===== config.mk =====
export PLATFORM = sky130hd
export DESIGN_NAME = fortuna_reseed_ctrl
export DESIGN_NICKNAME = d
export VERILOG_FILES = /design/src/rtl/fortuna_reseed_ctrl.sv
export SDC_FILE = /design/constraint.sdc
export NUM_CORES = 1
export LEC_CHECK = 0
export ABC_CLOCK_PERIOD_IN_PS = 3110
export BUFFER_PORTS_ARGS = -buffer_cell sky130_fd_sc_hd__clkbuf_2
export CORE_AREA = 2 2 450 452
export DETAILED_ROUTE_END_ITERATION = 10
export DIE_AREA = 0 0 452 454
export PLACE_DENSITY = 0.42
export SLEW_MARGIN = 20
export SYNTH_ARGS = -nofsm -noshare
export SYNTH_HDL_FRONTEND = slang
export SYNTH_SLANG_ARGS = --single-unit

===== constraint.sdc =====
create_clock -name clk -period 3.11 [get_ports clk]
set_clock_uncertainty 0.15 [all_clocks]
set_input_delay 0.933 -clock clk [delete_from_list [all_inputs] [get_ports clk]]
set_output_delay 0.933 -clock clk [all_outputs]
set_load 0.02 [all_outputs]

===== src/rtl/fortuna_reseed_ctrl.sv =====
// Fortuna reseed controller: owns generator key K and counter C, and on each
// reseed request hashes (K ^ seed) through the sha256d block, then installs the
// digest as the new K and increments C.
// Optional build macro FORTUNA_RESEED_TIMEOUT_EN adds a WAIT-state abort after
// TIMEOUT_CYCLES cycles with a sticky err_timeout flag; without it err_timeout
// is constant 0 and WAIT persists until the hash returns.
module fortuna_reseed_ctrl #(
    parameter int unsigned CTR_W          = 128,
    parameter int unsigned TIMEOUT_CYCLES = 1024
) (
    input  logic               clk,
    input  logic               reset_n,
    input  logic               reseed_req,
    input  logic [255:0]       seed,
    output logic               reseed_ack,
    output logic               busy,
    output logic [255:0]       key,
    output logic               key_valid,
    output logic [CTR_W-1:0]   ctr,
    output logic               h_init,
    output logic [255:0]       h_data,
    input  logic               h_ready,
    input  logic [255:0]       h_hash,
    output logic               err_timeout
);

    localparam int unsigned DATA_W = 256;

    localparam logic [1:0] ST_IDLE   = 2'd0;
    localparam logic [1:0] ST_ISSUE  = 2'd1;
    localparam logic [1:0] ST_WAIT   = 2'd2;
    localparam logic [1:0] ST_COMMIT = 2'd3;

    // Design-time sanity check on the timeout parameter
    if (TIMEOUT_CYCLES < 2) begin : g_timeout_check
        $error("fortuna_reseed_ctrl: TIMEOUT_CYCLES must be >= 2");
    end

    logic [1:0]        state;
    logic [1:0]        state_nxt;
    logic              wait_first;
    logic              wait_first_nxt;
    logic [DATA_W-1:0] key_nxt;
    logic [DATA_W-1:0] h_data_nxt;
    logic [CTR_W-1:0]  ctr_nxt;
    logic              key_valid_nxt;
    logic              reseed_ack_nxt;
    logic              h_init_nxt;
    logic              busy_nxt;
    logic              err_timeout_nxt;

`ifdef FORTUNA_RESEED_TIMEOUT_EN
    localparam int unsigned CNT_W = (TIMEOUT_CYCLES > 2) ? $clog2(TIMEOUT_CYCLES) : 1;
    logic [CNT_W-1:0] wait_cnt;
    logic [CNT_W-1:0] wait_cnt_nxt;
`endif

    // State and output registers
    always_ff @(posedge clk or negedge reset_n) begin
        if (!reset_n) begin
            state       <= ST_IDLE;
            wait_first  <= 1'b0;
            key         <= '0;
            h_data      <= '0;
            ctr         <= '0;
            key_valid   <= 1'b0;
            reseed_ack  <= 1'b0;
            h_init      <= 1'b0;
            busy        <= 1'b0;
            err_timeout <= 1'b0;
`ifdef FORTUNA_RESEED_TIMEOUT_EN
            wait_cnt    <= '0;
`endif
        end else begin
            state       <= state_nxt;
            wait_first  <= wait_first_nxt;
            key         <= key_nxt;
            h_data      <= h_data_nxt;
            ctr         <= ctr_nxt;
            key_valid   <= key_valid_nxt;
            reseed_ack  <= reseed_ack_nxt;
            h_init      <= h_init_nxt;
            busy        <= busy_nxt;
            err_timeout <= err_timeout_nxt;
`ifdef FORTUNA_RESEED_TIMEOUT_EN
            wait_cnt    <= wait_cnt_nxt;
`endif
        end
    end

    // Next-state and next-output logic; the commit values are loaded on the
    // edge entering COMMIT so key, ctr and reseed_ack move together.
    always_comb begin
        state_nxt       = state;
        wait_first_nxt  = 1'b0;
        key_nxt         = key;
        h_data_nxt      = h_data;
        ctr_nxt         = ctr;
        key_valid_nxt   = key_valid;
        reseed_ack_nxt  = 1'b0;
        h_init_nxt      = 1'b0;
        err_timeout_nxt = err_timeout;
`ifdef FORTUNA_RESEED_TIMEOUT_EN
        wait_cnt_nxt    = wait_cnt;
`endif

        case (state)
            ST_IDLE: begin
                if (reseed_req) begin
                    h_data_nxt = key ^ seed;
                    h_init_nxt = 1'b1;
                    state_nxt  = ST_ISSUE;
                end
            end
            ST_ISSUE: begin
                wait_first_nxt = 1'b1;
`ifdef FORTUNA_RESEED_TIMEOUT_EN
                wait_cnt_nxt   = '0;
`endif
                state_nxt      = ST_WAIT;
            end
            ST_WAIT: begin
                // A strobe in the first WAIT cycle may be stale and is ignored
                if (!wait_first && h_ready) begin
                    key_nxt        = h_hash;
                    ctr_nxt        = ctr + CTR_W'(1);
                    key_valid_nxt  = 1'b1;
                    reseed_ack_nxt = 1'b1;
                    state_nxt      = ST_COMMIT;
                end
`ifdef FORTUNA_RESEED_TIMEOUT_EN
                else if (wait_cnt == CNT_W'(TIMEOUT_CYCLES - 1)) begin
                    err_timeout_nxt = 1'b1;
                    state_nxt       = ST_IDLE;
                end else begin
                    wait_cnt_nxt = wait_cnt + CNT_W'(1);
                end
`endif
            end
            ST_COMMIT: begin
                state_nxt = ST_IDLE;
            end
            default: begin
                state_nxt = ST_IDLE;
            end
        endcase

        busy_nxt = (state_nxt != ST_IDLE);
    end

endmodule


* Word-level counts from Yosys, hierarchy flattened *
Cells that the tools add are included.

operators by class
  add/sub/neg operators = 1
  reductions and logical operators = 6
  equal/unequal tests = 3
  mux-type cells = 8
  bitwise operators = 1

operators by type and width
  kind                                             count
  XOR 256 bit                                      1
  adder 128 x 1 -> 128 bit, second input constant  1
  one-hot mux 2 bit (4 select lines)               1
  2-to-1 mux 1 bit                                 5
  == test 2 bit, second input constant             2
  2-to-1 mux 2 bit                                 2
  AND reduction 2 bit                              2
  == test 2 x 1 -> 1 bit, second input constant    1
  zero test 2 bit                                  1
  nonzero test 2 bit                               1
  logical AND 1 bit                                1
  zero test 1 bit                                  1

storage, ports and cells
  flip-flop bits (word level) = 647
  input port bits = 516
  output and inout bits = 645

* Longest topological paths before layout *
  word-level depth = 5
  gate-level depth with buffers = 8
  gate-level depth less buffers = 8

* Least setup slack after synthesis *
Ideal clock, no wire load.

  kind = input to register
  start = input h_ready
  end = register ctr[71]
  arrival time = 2.391 ns
  stages on the path = 6
  library setup time = 0.080 ns
  slack = 0.489 ns
  required time = 2.880 ns
  cell sequence = nand3b_1 nor3_1 nand4_2 clkbuf_1 nor3_1 xnor2_1

between the ends
  word-level cells in the longest chain between the ends = 2

ends and longest elaborated chain
  element                        line  RTL
  start: declaration             22    input logic h_ready,
  logical AND 1 bit              124   if (!wait_first && h_ready) begin
  AND reduction 2 bit (no line)  --
  end signal: assignment         79    ctr <= ctr_nxt;
  end: declaration               19    output logic [CTR_W-1:0] ctr,

Every way passes these cells.
A chain may end at the register's enable or synchronous reset.

* Worst setup path in the final report *
  start = register ctr[36]
  end = register ctr[115]

between the ends
  word-level cells in the longest chain between the ends = 1

ends and longest elaborated chain
  element                   line  RTL
  adder 128 x 1 -> 128 bit  126   ctr_nxt = ctr + CTR_W'(1);

Every way passes these cells.

==> results.ini <==
[global_routing]
grt_usage = 0.162
grt_max_degree = 99
antenna_found_initial = 77
grt_pass1_vias = 25438
grt_pass1_wl_um = 226000
gr-total-overflow = 0

[timing]
setup_viol = 0
fmax_mhz = 367
relSlewSlack = 0.420
tightest_slew_ns = 0.863
min_period_over_period = 0.876
tns_ns = 0
hold_viol_final = 0
maxSlewViolCount = 0
period_minus_slack_ns = 2.72
rsz0062_at_grt = no

[cells_and_area]
layout_common_cells = 1158 x clkbuf_2, 839 x nand2_1, 647 x dfrtp_1, 310 x nor2_1, 287 x xnor2_1
finalNetCount = 4636
drive_above_1_share = 0.343
area_delta_synth_final_pct = 46.2
final_common_cell = clkbuf_2
nFillCells = 22484

[die]
core_area_um2 = 201000
die-area_um2 = 205000
die_x_um = 452
placementRows = 165
start_util = 0.138
io_pins = 1161
die_h_um = 454

[setup_path]
worstSetupStartpointType = flop
crit_fanout = 8
path_cells = nand4_2 > buf_4 > nor4_1 > nand4_1 > nor4_1 > xor2_1
startpoint = ctr[36]
rr_startpoint = ctr[36]
worstSetupPathType = flop to flop
critical-path-slowest-cell = dfrtp_1
cp-end-kind = flop
arrival_ns = 3.21
reg2reg_depth = 6
required_ns = 3.59
crit_top_cell = nor4_1
slowest_delay_ns = 0.54

[detailed_routing]
drt-total-wl_um = 173000
ant_nets = 0
wl_per_cell_um = 25.2
via_count = 25987
drc = 0
drtIter0Drc = 1878
drt-pass1-iter-count = 5
vias_per_cell = 3.78

[flow_run]
maxCapViolations = 0

[clock_network]
cts_tree = yes
cts_resized = 0
clock_latency_ns = 0.72
cts_root_buffer = clkbuf_16
clk_path_buf_depth = 3
htreeDepth = 3
cts_made_buffers = 86
cts.sinks = 647
path_clk_slew_ns = 0.06

[synth]
syn_inst = 2883
synth.mux.area_fraction = 0
synth_ff_type = dfrtp_1
async_reset_ff_frac = 1.00
yosys_warnings = 0
synth_compound_area_frac = 0.0468
synth_fa_ha_area_frac = 0.00226
synth_area_um2 = 27700
synthDistinctLibCells = 37
synth_xor_xnor_area_share = 0.121
syn-num-nets = 3404
ys_seq_area_frac = 0.585
synth_top_family_by_area = simple AND/OR/NAND/NOR gates
syn-mean-instance-area_um2 = 9.60
synthSimpleGateAreaFrac = 0.224
synth_edf_count = 0
synth-seq-cells = 647

[worst_hold_path]
hp-class = input pin to flop
min_path_cells = 3
hold_start = h_hash[133]

[pwr]
irDropWorstVdd_mv = 0.400
power_density_nw_per_um2 = 1060
p_leak_nw = 19.7
total_power_mw = 42.8

[placed_design]
port_buffers = 1159
gp_congestion = 0.904
dp_hpwl_um = 142000

[outcome]
status = finished, final reports clean

==> final timing paths <==
check | slack [ns] | to
worst max-delay path | 0.39 | ctr[115]
worst max register to register | 0.39 | ctr[115]
min in group asynchronous | 0.61 | h_data[52]
max in group asynchronous | 1.27 | key[74]
worst min register to register | 0.34 | key_valid
worst min-delay path | 0.25 | key[133]
==> power breakdown <==
| group | internal [mW] | switching (mW) |
|---|---|---|
| registers | 11.7 | 3.32 |
| logic | 5.42 | 11.7 |
| clock network | 6.29 | 4.36 |
==> worst max-delay path, delay by kind of cell (launching register included) <==
family | cells | cell delay, ns
xor gates and xnor gates | 1 | 0.19
buffers and inverters | 1 | 0.20
DFF | 1 | 0.54
and+or+nand+nor | 4 | 1.55
==> synth_stat cells (29+ instances only) <==
cell type	number	area [µm²]
clkbuf_1	108	405
nand4_1	54	338
xor2_1	96	841
nand3_1	57	285
nor3_1	62	310
dfrtp_1	647	16200
a21oi_1	256	1280
inv_1	29	109
nor4_1	61	382
xnor2_1	287	2510
nand2_1	839	3150
nor2_1	310	1160
==> layer usage <==
layer  wire length [µm]  share of wire  GRT usage  vias to the layer above
li1                   -              -          -                    11878
met1              69400           0.40      0.196                    12809
met2              83800           0.48      0.267                     1004
met3              12700          0.073     0.0471                      274
met4               6830          0.040     0.0676                       22
met5                144        0.00083          0                        -
==> cell families (layout without fill, tap and decap cells) <==
logic type / count (synthesis) / after routing
fa+ha+maj: 5 / 5
other cells: 1 / 18
xor+xnor: 383 / 383
simple gates: 1438 / 1438
flops: 647 / 647
buf+inv: 151 / 1452
compound gates: 258 / 258
==> state kept, by name (all words and copies together), names as in the netlist <==
| signal | flops |
|---|---|
| ctr | 128 |
| key_valid | 1 |
| state | 2 |
| reseed_ack | 1 |
| h_data | 256 |
| busy | 1 |
| h_init | 1 |
| key | 256 |
| wait_first | 1 |
==> final cells by class <==
type	count	area, µm²	area share
Antenna cell	17	42.5	0.00105
Clock buffer	124	2510	0.0619
Clock inverter	33	457	0.0113
Inverter	30	120	0.00297
Multi-Input combinational cell	2085	10900	0.270
Sequential cell	647	16200	0.400
Tap cell	2672	3340	0.0826
Timing Repair Buffer	1265	6900	0.170
==> timing repair <==
item / CTS / global route
hold buffers: 1 / 0
buffers inserted: 0 / 0
hold endpoints to repair: 14 / 0
==> per-stage QoR <==
step           setup WS [ns]  hold WS [ns]  area (µm²)  instances  utilization
2_1_floorplan          0.489         0.353       27700       2883            -
3_3_place_gp           0.140         0.304       37400       6698        0.186
3_5_place_dp           0.141         0.322       37400       6698        0.186
4_1_cts                0.186         0.156       40400       6856        0.201
5_1_grt                0.244         0.191       40400       6865        0.201
6_report               0.386         0.251       40500       6873        0.201
Note: power is estimated with default switching activity, not from simulation.
